<file path="config.mk">
export PLATFORM = sky130hd
export DESIGN_NAME = noc_port_arbiter
export DESIGN_NICKNAME = d
export VERILOG_FILES = /design/src/rtl/noc_port_arbiter.sv
export SDC_FILE = /design/constraint.sdc
export NUM_CORES = 1
export LEC_CHECK = 0
export ABC_CLOCK_PERIOD_IN_PS = 5110
export CAP_MARGIN = 0
export CORE_UTILIZATION = 42
export CTS_CLUSTER_DIAMETER = 60
export DETAILED_ROUTE_END_ITERATION = 7
export PLACE_DENSITY = 0.92
export RECOVER_POWER = 100
export SLEW_MARGIN = 25
export SYNTH_ARGS = -nofsm -noshare
export SYNTH_HDL_FRONTEND = slang
export SYNTH_SLANG_ARGS = --single-unit
</file>
<file path="constraint.sdc">
create_clock -name clk -period 5.11 [get_ports clk]
set_clock_uncertainty 0.15 [all_clocks]
set_input_delay 1.022 -clock clk [delete_from_list [all_inputs] [get_ports clk]]
set_output_delay 1.022 -clock clk [all_outputs]
set_load 0.05 [all_outputs]
</file>
<file path="src/rtl/noc_port_arbiter.sv">
// Per-packet arbiter sharing one mesh output port between NUM_REQ on-core sources.
// Two priority classes with round-robin inside each, aging promotion, one-entry output register.
package noc_pkg;

   typedef enum logic [1:0] {
      MSG_STATUS = 2'd0,
      MSG_CLAUSE = 2'd1,
      MSG_FWD    = 2'd2,
      MSG_CTRL   = 2'd3
   } msg_type_e;

   typedef struct packed {
      msg_type_e   msg_type;
      logic [7:0]  src_id;
      logic [7:0]  dst_id;
      logic [7:0]  quality_metric;
      logic [31:0] payload;
   } noc_packet_t;

endpackage

module noc_port_arbiter
   import noc_pkg::*;
#(
   parameter int unsigned NUM_REQ     = 3,
   parameter int unsigned CORE_ID     = 0,
   parameter int unsigned HI_Q_THRESH = 8,
   parameter int unsigned AGE_LIMIT   = 4
) (
   input  logic                          clk,
   input  logic                          rst_n,
   input  logic                          port_en,
   input  noc_packet_t [NUM_REQ-1:0]     req_pkt,
   input  logic        [NUM_REQ-1:0]     req_valid,
   output logic        [NUM_REQ-1:0]     req_ready,
   output noc_packet_t                   out_pkt,
   output logic                          out_valid,
   input  logic                          out_ready,
   output logic        [NUM_REQ-1:0][15:0] grant_cnt
);

   localparam int unsigned PtrW   = (NUM_REQ > 1) ? $clog2(NUM_REQ) : 1;
   localparam logic [3:0]  AgeMax = 4'(AGE_LIMIT);
   localparam logic [7:0]  SrcId  = 8'(CORE_ID);

   logic [PtrW-1:0]            hi_ptr_q, lo_ptr_q;
   logic [NUM_REQ-1:0][3:0]    age_q;

   logic [NUM_REQ-1:0]         hi_cls, lo_cls, promo;
   logic                       slot_free, grant_en;
   logic                       found, win_hi;
   logic [PtrW-1:0]            win_idx, rr_idx, nxt_ptr;
   logic [NUM_REQ-1:0]         grant_vec;
   noc_packet_t                win_pkt;

   // Class is recomputed every cycle from the packet currently presented.
   always_comb begin
      hi_cls = '0;
      lo_cls = '0;
      promo  = '0;
      for (int i = 0; i < NUM_REQ; i++) begin
         hi_cls[i] = req_valid[i] && (32'(req_pkt[i].quality_metric) >= HI_Q_THRESH);
         lo_cls[i] = req_valid[i] && !hi_cls[i];
         promo[i]  = lo_cls[i] && (age_q[i] == AgeMax);
      end
   end

   always_comb begin
      found   = 1'b0;
      win_hi  = 1'b0;
      win_idx = '0;
      rr_idx  = '0;
      // Descending scan so the lowest promoted index is the last one assigned.
      for (int i = NUM_REQ - 1; i >= 0; i--) begin
         if (promo[i]) begin
            win_idx = PtrW'(i);
            found   = 1'b1;
         end
      end
      if (!found) begin
         for (int k = 0; k < NUM_REQ; k++) begin
            rr_idx = PtrW'((int'(hi_ptr_q) + k) % NUM_REQ);
            if (!found && hi_cls[rr_idx]) begin
               win_idx = rr_idx;
               win_hi  = 1'b1;
               found   = 1'b1;
            end
         end
      end
      if (!found) begin
         for (int k = 0; k < NUM_REQ; k++) begin
            rr_idx = PtrW'((int'(lo_ptr_q) + k) % NUM_REQ);
            if (!found && lo_cls[rr_idx]) begin
               win_idx = rr_idx;
               found   = 1'b1;
            end
         end
      end
   end

   assign slot_free = !out_valid || out_ready;
   assign grant_en  = rst_n && slot_free && port_en && (|req_valid);
   assign grant_vec = grant_en ? (NUM_REQ'(1) << win_idx) : '0;
   assign req_ready = grant_vec;
   assign nxt_ptr   = (win_idx == PtrW'(NUM_REQ - 1)) ? '0 : win_idx + 1'b1;

   always_comb begin
      win_pkt        = req_pkt[win_idx];
      win_pkt.src_id = SrcId;
   end

   // Output holding register: reload on grant, otherwise drain when the port accepts.
   always_ff @(posedge clk or negedge rst_n) begin
      if (!rst_n) begin
         out_valid <= 1'b0;
         out_pkt   <= '0;
      end else if (grant_en) begin
         out_valid <= 1'b1;
         out_pkt   <= win_pkt;
      end else if (out_ready) begin
         out_valid <= 1'b0;
      end
   end

   always_ff @(posedge clk or negedge rst_n) begin
      if (!rst_n) begin
         hi_ptr_q <= '0;
         lo_ptr_q <= '0;
      end else if (grant_en) begin
         if (win_hi) begin
            hi_ptr_q <= nxt_ptr;
         end else begin
            lo_ptr_q <= nxt_ptr;
         end
      end
   end

   // Losing low-class requesters age toward promotion; dropping valid clears the age.
   always_ff @(posedge clk or negedge rst_n) begin
      if (!rst_n) begin
         age_q <= '0;
      end else begin
         for (int j = 0; j < NUM_REQ; j++) begin
            if (!req_valid[j]) begin
               age_q[j] <= '0;
            end else if (grant_en) begin
               if (grant_vec[j]) begin
                  age_q[j] <= '0;
               end else if (lo_cls[j] && (age_q[j] < AgeMax)) begin
                  age_q[j] <= age_q[j] + 4'd1;
               end
            end
         end
      end
   end

   always_ff @(posedge clk or negedge rst_n) begin
      if (!rst_n) begin
         grant_cnt <= '0;
      end else begin
         for (int i = 0; i < NUM_REQ; i++) begin
            if (grant_vec[i] && (grant_cnt[i] != 16'hFFFF)) begin
               grant_cnt[i] <= grant_cnt[i] + 16'd1;
            end
         end
      end
   end

endmodule

</file>
==> flow_summary.yaml, run 1 <==
floorplan:
  die_area_um2: 15500
  core_area_um2: 14600
  rows: 44
  start_util_pct: 43.2
  ios: 291
  die_height_um: 124
  die_x_um: 124
finish:
  nFillCells: 1117
  area_growth_pct: 52.2
  stdcell_count: 1129
  final_common_cell: "clkdlybuf4s50_1"
  final_cell_mix: "clkdlybuf4s50_1 (154), nand2_1 (136), dfrtp_1 (115)"
  layout.nets: 1125
  drive_gt1_share_pct: 5.83
placed_design:
  place.port_buffers: 258
  hpwl_um: 14100
  place_inst: 1096
  gp_congestion: 0.872
logic_synthesis:
  synth-edff-count: 0
  yosys.cell_types.count: 59
  synth_adder_area_share_pct: 2.58
  synthArstFlopShare_pct: 100
  yosys_warnings: 0
  netlist.area_leader.share_pct: 45.7
  synth_cells: 676
  yosys.area.top_type: "dfrtp_1"
  ys_seq_area_share_pct: 45.7
  synthFlopType: "dfrtp_1"
  synthTopCellsByArea: "dfrtp_1 (46%), nand2_1 (8.1%), a221o_1 (7.9%)"
  synth_top_family_by_area: "simple AND/OR/NAND/NOR gates"
  synth-simple-area-share_pct: 25.7
  synth-seq-cells: 115
  synthMuxAreaShare_pct: 1.03
  synth_compound_area_share_pct: 12.9
  synth.avg_cell_area_um2: 9.31
  synth_xor_area_share_pct: 6.40
  netlist_area_um2: 6300
power:
  swShare_pct: 44.3
  p_per_area_nw_per_um2: 521
  switchingPower_w: 0.00221
  p_int_w: 0.00278
  p_seq_share_pct: 26.9
  p_leak_nw: 4.45
  p_clk_share_pct: 25.6
  pwr-share-comb_pct: 47.5
  ir_drop_uv: 340
clock_network:
  path_clk_slew_ns: 0.06
  clkSinkCount: 115
  cts_tree: "built"
  cts_root_buf: "clkbuf_16"
  clock_latency_ns: 0.42
  htree_levels: 4
  post_cts_buffers: 0
  cts.path.max_buffers: 2
  cts_made_buffers: 17
  ctsResizeCount: 0
  postCtsHoldBufs: 0
global_route:
  grt_pass1_vias: 6365
  grt_use_total_pct: 27.0
  grt_max_degree: 67
  grt_pass1_wl_um: 33000
  grtUsageMet3_pct: 7.17
  gr-total-overflow: 0
  met1_usage_pct: 33.4
  grt_use_met2_pct: 44.7
  grt-busiest-layer: "met2"
  antenna_found_initial: 1
worst_setup_path:
  cp_data_required_time_ns: 3.94
  crit_path_end_kind: "primary output"
  arrival_ns: 3.79
  path_class: "in2out"
  ff2ff_path_depth: 8
  r2r-end: "grant_cnt[10]"
  worstSetupStartpointType: "input port"
  worstPathMaxFanout: 3
  rrSetupSlack_ns: 1.17
  timing.rr.start: "out_valid"
detailed_routing:
  wl_per_cell_um: 18.0
  routed_via_density: 5.59
  route.detailed.drc: 0
  dr_total_vias: 6315
  ant_nets: 0
  dr.pass1.iters: 5
  routed_wl_um: 20300
  drt_iter0_drc: 403
min_path:
  min_to: "grant_cnt[28]"
  hold_start: "grant_cnt[28]"
  hold_depth: 1
  hp-class: "reg2reg"
sta:
  tns_ns: 0
  slew_violations: 117
  hold_viol: 0
  fmax_mhz: 202
  slew_headroom_pct: -81.2
  holdWs_ns: 0.338
  tightest_slew_ns: 2.72
  rsz0062_at_grt: "no"
  period_share_pct: 97.1
  fin_crit_ns: 4.96
  setup_violations: 0
run_status:
  status: "finished with violations"
  failed_checks: "max-capacitance violations, max-slew violations"
flow_run:
  maxCapViolations: 2
[state kept, by name, summed over array words and instances, names as in the netlist]
register / flops
out_pkt: 50
lo_ptr_q: 2
hi_ptr_q: 2
grant_cnt: 48
out_valid: 1
age_q: 12
[critical path, stage by stage]
cell,delay [ns]
clkdlybuf4s50_1,0.47
or4_1,0.60
o21ai_1,0.27
a211oi_1,0.11
or4_1,0.54
o311ai_1,0.16
nor3b_4,0.29
clkbuf_2,0.33
[power groups by stage]
| stage | Combinational (W) | Sequential [W] | Clock (W) |
|---|---|---|---|
| 2_1_floorplan | 0.000777 | 0.00219 | 0 |
| 3_5_place_dp | 0.00246 | 0.00136 | 0 |
| 3_3_place_gp | 0.00243 | 0.00135 | 0 |
| 6_report | 0.00237 | 0.00134 | 0.00128 |
| 5_1_grt | 0.00252 | 0.00138 | 0.00134 |
| 4_1_cts | 0.00248 | 0.00135 | 0.00130 |
[cell type report]
type	count	area, µm²	area share [%]
Multi-Input combinational cell	501	3080	32.2
Sequential cell	115	2880	30.0
Timing Repair Buffer	275	2680	27.9
Clock buffer	17	425	4.44
Tap cell	184	230	2.40
Clock inverter	15	208	2.17
Inverter	21	78.8	0.823
Antenna cell	1	2.50	0.0261
[metal layers]
layer / wire (µm) / vias to the layer above / part of all wire, %
met5: 0 / - / 0
met4: 530 / 0 / 2.6
met3: 1390 / 43 / 6.8
met2: 9830 / 283 / 48
met1: 8580 / 3066 / 42
li1: - / 2923 / -
[metrics by stage]
step,power (W),instance area (µm²),setup slack [ns],util (%)
after detailed placement,0.00383,9020,0.145,61.8
final,0.00499,9580,0.148,65.7
after global routing,0.00524,9580,0.0437,65.7
after CTS,0.00513,9650,0.0867,66.1
after floorplan,0.00296,6320,0.669,-
after global placement,0.00378,9020,0.121,61.8
[cells by family after synthesis]
family | Yosys count
DFF | 115
buffers and inverters | 67
xor gates and xnor gates | 46
and+or+nand+nor | 336
adders and majority gates | 13
AOI/OAI and AO/OA | 92
other | 1
muxes | 6
[cells in the mapped netlist (6+ instances only)]
library cell,n
a21oi_1,9
a221o_1,50
and3_1,10
buf_2,9
buf_4,8
buf_6,8
clkbuf_1,16
dfrtp_1,115
ha_1,13
inv_1,21
nand2_1,136
nand3_1,76
nand4_1,9
nor2_1,34
nor3_1,24
nor4_1,10
or3_1,6
xnor2_1,20
xor2_1,26
[worst max-delay path by stage]
| stage | startpoint | to |
|---|---|---|
| finish | req_pkt[39] | req_ready[2] |
| global route | req_pkt[39] | req_ready[1] |
| CTS | req_pkt[154] | req_ready[0] |
| detailed placement | req_pkt[154] | req_ready[0] |
| global placement | req_pkt[154] | req_ready[0] |
| floorplan | req_pkt[154] | req_ready[1] |
Power figures use the tool's default switching activity.
==> run 2: changes to the inputs <==
CAP_MARGIN = unset   (was 0)
==> results of run 2 <==
Same layout as run 1: the final DEF is identical, and so are final timing and power.
